==> src/rtl/bitpair_scan_ctrl.sv <==
// Scan sequencer for an external two-equal-consecutive-bits detector: accepts a word, clears the
// detector, shifts the word in MSB-first and returns hit count, first-hit index and any-hit flag.
module bitpair_scan_ctrl #(
  parameter int W  = 8,
  parameter int CW = 4
) (
  input  logic          clk,
  input  logic          rst,
  input  logic          in_valid,
  output logic          in_ready,
  input  logic [W-1:0]  in_data,
  output logic          det_rst,
  output logic          det_bit,
  input  logic          det_hit,
  output logic          res_valid,
  input  logic          res_ready,
  output logic [CW-1:0] res_count,
  output logic [CW-1:0] res_first,
  output logic          res_hit,
  output logic          busy
);

  typedef enum logic [1:0] {
    IDLE  = 2'd0,
    CLR   = 2'd1,
    SHIFT = 2'd2,
    DONE  = 2'd3
  } state_e;

  localparam logic [CW-1:0] LAST_IDX  = CW'(W - 1);
  localparam logic [CW-1:0] COUNT_MAX = {CW{1'b1}};

  state_e        state_q, state_d;
  logic [W-1:0]  sreg_q, sreg_d;
  logic [CW-1:0] idx_q, idx_d;
  logic [CW-1:0] count_q, count_d;
  logic [CW-1:0] first_q, first_d;
  logic          hit_q, hit_d;
  logic          det_rst_q, det_rst_d;

  // NOTE: every variable gets a default before the case so no path leaves one unassigned,
  // which would otherwise infer a latch.
  always_comb begin
    state_d = state_q;
    sreg_d  = sreg_q;
    idx_d   = idx_q;
    count_d = count_q;
    first_d = first_q;
    hit_d   = hit_q;

    unique case (state_q)
      IDLE: begin
        if (in_valid) begin
          sreg_d  = in_data;
          idx_d   = '0;
          count_d = '0;
          first_d = '0;
          hit_d   = 1'b0;
          state_d = CLR;
        end
      end
      CLR: state_d = SHIFT;
      SHIFT: begin
        sreg_d = {sreg_q[W-2:0], 1'b0};
        if (det_hit) begin
          if (count_q != COUNT_MAX) count_d = count_q + CW'(1);
          hit_d = 1'b1;
          if (!hit_q) first_d = idx_q;
        end
        if (idx_q == LAST_IDX) begin
          idx_d   = '0;
          state_d = DONE;
        end else begin
          idx_d = idx_q + CW'(1);
        end
      end
      DONE: begin
        if (res_ready) state_d = IDLE;
      end
      default: state_d = IDLE;
    endcase

    // Registered from next state so the detector reset releases exactly as SHIFT begins.
    det_rst_d = (state_d != SHIFT);
  end

  // NOTE: sequential state uses non-blocking assignments so all flops update together at the edge.
  always_ff @(posedge clk or posedge rst) begin
    if (rst) begin
      state_q   <= IDLE;
      sreg_q    <= '0;
      idx_q     <= '0;
      count_q   <= '0;
      first_q   <= '0;
      hit_q     <= 1'b0;
      det_rst_q <= 1'b1;
    end else begin
      state_q   <= state_d;
      sreg_q    <= sreg_d;
      idx_q     <= idx_d;
      count_q   <= count_d;
      first_q   <= first_d;
      hit_q     <= hit_d;
      det_rst_q <= det_rst_d;
    end
  end

  assign in_ready  = (state_q == IDLE);
  assign res_valid = (state_q == DONE);
  assign busy      = (state_q != IDLE);
  assign det_bit   = (state_q == SHIFT) && sreg_q[W-1];
  assign det_rst   = det_rst_q;
  assign res_count = count_q;
  assign res_first = first_q;
  assign res_hit   = hit_q;

endmodule
==> config.mk <==
export PLATFORM = sky130hd
export DESIGN_NAME = bitpair_scan_ctrl
export DESIGN_NICKNAME = d
export VERILOG_FILES = /design/src/rtl/bitpair_scan_ctrl.sv
export SDC_FILE = /design/constraint.sdc
export NUM_CORES = 1
export LEC_CHECK = 0
export BUFFER_PORTS_ARGS = -buffer_cell sky130_fd_sc_hd__buf_2
export CAP_MARGIN = 20
export CORE_UTILIZATION = 52
export CTS_CLUSTER_SIZE = 12
export DETAILED_ROUTE_END_ITERATION = 8
export PLACE_DENSITY = 0.82
export REMOVE_ABC_BUFFERS = 1
export SLEW_MARGIN = 5
export SYNTH_ARGS = -nofsm -noshare
export SYNTH_HDL_FRONTEND = slang
export SYNTH_SLANG_ARGS = --single-unit
==> constraint.sdc <==
create_clock -name clk -period 1.9 [get_ports clk]
set_clock_uncertainty 0.05 [all_clocks]
set_input_delay 0 -clock clk [delete_from_list [all_inputs] [get_ports clk]]
set_output_delay 0 -clock clk [all_outputs]
set_load 0.01 [all_outputs]
==> results.py <==
metrics = {
    "outcome": {
        "status": "complete, no violations",
    },
    "final_layout": {
        "syn2layout_area_growth_pct": 22.03,
        "drive_gt1_frac": 0.2393,
        "final_core_util": 0.6734,
        "stdcell_count": 191,
        "final_nets": 179,
        "antenna_cells": 0,
    },
    "critical_path": {
        "required_ns": 1.85,
        "r2r-end": "res_count[3]",
        "rr_worst_depth": 3,
        "cp_max_fo": 13,
        "endpoint_kind": "primary output",
        "r2r_start": "state_q[1]",
        "critPathLaunchType": "flip-flop",
        "cp.arrival_ns": 1.55,
        "r2r_slack_ns": 0.37,
        "worstSetupPathType": "reg2out",
    },
    "min_path": {
        "hold_path_end": "res_hit",
        "worstHoldPathCells": 3,
        "hp-start": "det_hit",
        "hp-class": "in2reg",
    },
    "clocking": {
        "cts_resized": 0,
        "cts_buffer_depth": 2,
        "clockRootBuffer": "clkbuf_4",
        "clk_pin_slew_ns": 0.12,
        "cts_num_sinks": 24,
        "cts_htree_levels": 1,
        "postCtsSetupBuffers": 0,
        "clkLatencyLatePin_ns": 0.30,
        "numCtsBuffers": 3,
        "cts_tree": "built",
    },
    "detailed_routing": {
        "vias_per_cell": 5.288,
        "drc": 0,
        "met2_length_mm": 1.177,
        "wirelength_mm": 2.362,
        "wl_per_cell_um": 12.37,
        "firstDrtPassIters": 4,
        "maxUsedRoutingLayer": "met4",
        "wl_met3_um": 63,
        "drtAntennaViolNets": 0,
        "m1WireLength_mm": 1.103,
        "via_count": 1010,
        "drt_iter0_drc": 16,
    },
    "placement": {
        "dp_hpwl_mm": 1.623,
        "io_buffer_count": 26,
        "dp_cells": 177,
        "finalWeightedCongestion": 0.7864,
    },
    "floorplanning": {
        "start_util": 0.5518,
        "dieArea_sq_mm": 0.002569,
        "die_h_um": 50.69,
        "ios": 27,
        "die_w_um": 50.69,
        "std_cell_rows": 17,
        "core_area_sq_mm": 0.002233,
    },
    "logic_synthesis": {
        "syn_area_sq_mm": 0.001232,
        "yosysWarnings": 0,
        "ys_ff_latch": 24,
        "syn_area_per_cell_sq_um": 9.781,
        "synth.distinct_cells": 37,
        "ys_seq_area_frac": 0.4883,
        "synthCells": 126,
    },
    "timing": {
        "worst_slew_pin_slew_ns": 0.4467,
        "max_clock_freq_ghz": 0.6245,
        "slew_headroom": 0.7022,
        "setup_viol": 0,
        "min_period_ns": 1.601,
        "fin_tns_setup_ns": 0,
        "slew_viol_final": 0,
        "period_share": 0.8427,
        "rsz0062_at_grt": "false",
        "hold_viol_final": 0,
    },
    "global_route": {
        "antenna_found_initial": 0,
        "overflow": 0,
        "grt_max_degree": 25,
        "grt_usage": 0.2068,
        "grt_pass1_vias": 977,
        "grt_first_pass_wirelength_mm": 4.008,
    },
    "flow_run": {
        "maxCapViolCount": 0,
    },
    "pwr": {
        "p_per_area_mw_per_mm2": 1545,
        "ir_drop_mv": 0.9950,
        "p_leak_nw": 0.7325,
    },
}
## cells in the final DEF, fill, tap and decap left out, types with 2 or more instances in the layout
| cell type | synthesis | layout |
|---|---|---|
| a21o_1 | 2 | 2 |
| a21oi_1 | 5 | 5 |
| a31oi_1 | 6 | 6 |
| and2_1 | 2 | 2 |
| buf_2 | 1 | 26 |
| buf_4 | 2 | 2 |
| clkbuf_4 | 0 | 3 |
| dfrtp_1 | 23 | 23 |
| dlygate4sd3_1 | 0 | 10 |
| ha_1 | 2 | 2 |
| inv_1 | 10 | 10 |
| mux2i_1 | 6 | 6 |
| nand2_1 | 25 | 25 |
| nand2b_1 | 2 | 2 |
| nand3_1 | 5 | 5 |
| nand3b_1 | 3 | 3 |
| nor2_1 | 8 | 8 |
| o21ai_1 | 3 | 3 |
## metal layers
| metal | global-route usage | vias up |
|---|---|---|
| li1 | - | 499 |
| met1 | 0.2588 | 494 |
| met2 | 0.3733 | 15 |
| met3 | 0.01818 | 2 |
| met4 | 0.06481 | 0 |
| met5 | 0 | - |
## metrics by stage
stage | area [sq um] | power [mW] | setup slack, ns | hold WS, ns
after detailed placement | 1378 | 2.107 | 0.3642 | 0.009291
after floorplan | 1197 | 1.773 | 0.4657 | -0.03612
after global routing | 1504 | 2.521 | 0.2166 | 0.04360
after global placement | 1378 | 2.062 | 0.4132 | 0.005205
after CTS | 1504 | 2.347 | 0.2794 | 0.001099
final | 1504 | 2.323 | 0.2988 | 0.007330
## report_power, final
group	switching, mW	internal, mW
Combinational	0.592	0.524
Clock	0.137	0.0815
Sequential	0.234	0.754
## worst max path at each step
| stage | cells after the start | startpoint | to | slack [ns] |
|---|---|---|---|---|
| 6_report | 3 | state_q[1] | det_bit | 0.30 |
| 5_1_grt | 3 | state_q[1] | det_bit | 0.22 |
| 4_1_cts | 3 | state_q[1] | det_bit | 0.28 |
| 3_5_place_dp | 3 | state_q[1] | res_count[3] | 0.36 |
| 3_3_place_gp | 3 | state_q[1] | res_count[3] | 0.41 |
| 2_1_floorplan | 3 | state_q[1] | res_count[3] | 0.47 |
## final cells by class
| class | instances | area (sq um) |
|---|---|---|
| fill | 186 | 729.5 |
| multi-input combinational | 87 | 558.0 |
| inverter | 10 | 37.54 |
| timing repair buffer | 38 | 245.2 |
| clock buffer | 4 | 26.28 |
| tap | 28 | 35.03 |
| sequential | 24 | 601.8 |
## critical path, stage by stage, from the launching register on
cell,delay (ns)
dfrtp_1,0.64
and2b_4,0.34
and2_1,0.16
buf_2,0.13
## cells by family after synthesis
logic type | share of synthesized area
buffers and inverters | 0.05888
adders and majority gates | 0.02030
xor gates and xnor gates | 0.007108
muxes | 0.04873
AOI/OAI and AO/OA | 0.1492
DFF | 0.4883
and+or+nand+nor | 0.2274
## sequential cells by signal, indices dropped and copies added, names as in the netlist
| register | count |
|---|---|
| sreg_q | 8 |
| idx_q | 4 |
| res_count | 4 |
| res_first | 4 |
| state_q | 2 |
| det_rst | 1 |
| res_hit | 1 |
## synthesized netlist by cell type
| cell | n | share of area |
|---|---|---|
| xnor2_1 | 1 | 0.0071 |
| a211o_1 | 1 | 0.0071 |
| a21oi_4 | 1 | 0.013 |
| nand2b_1 | 2 | 0.010 |
| nand2b_4 | 1 | 0.011 |
| and2b_4 | 1 | 0.0081 |
| o21bai_1 | 1 | 0.0061 |
| ha_1 | 2 | 0.020 |
| a31oi_4 | 1 | 0.017 |
| nor2_1 | 8 | 0.024 |
| dfrtp_1 | 23 | 0.47 |
| a21o_1 | 2 | 0.012 |
| o21ai_0 | 1 | 0.0041 |
| nand3_1 | 5 | 0.020 |
| or4_1 | 1 | 0.0061 |
| buf_4 | 2 | 0.012 |
| and4bb_2 | 1 | 0.010 |
| a21oi_1 | 5 | 0.020 |
| nand3b_1 | 3 | 0.018 |
| nor3_1 | 1 | 0.0041 |
| buf_2 | 1 | 0.0041 |
| o21a_1 | 1 | 0.0061 |
| or3b_1 | 1 | 0.0071 |
| o21ai_1 | 3 | 0.012 |
| o211ai_1 | 1 | 0.0061 |
| o21ba_2 | 1 | 0.0081 |
| inv_1 | 10 | 0.030 |
| nor3b_4 | 1 | 0.015 |
| and2_1 | 2 | 0.010 |
| clkbuf_1 | 1 | 0.0030 |
| a22oi_1 | 1 | 0.0061 |
| a31oi_1 | 6 | 0.030 |
| dfstp_2 | 1 | 0.021 |
| mux2i_1 | 6 | 0.049 |
| nor3b_1 | 1 | 0.0061 |
| buf_6 | 1 | 0.0091 |
| nand2_1 | 25 | 0.076 |
## what timing repair did
item                                    in CTS  in global routing
hold buffers                                10                  0
endpoints found under the setup margin       0                  0
hold endpoints to repair                    34                  0
(Power assumes the default switching activity.)
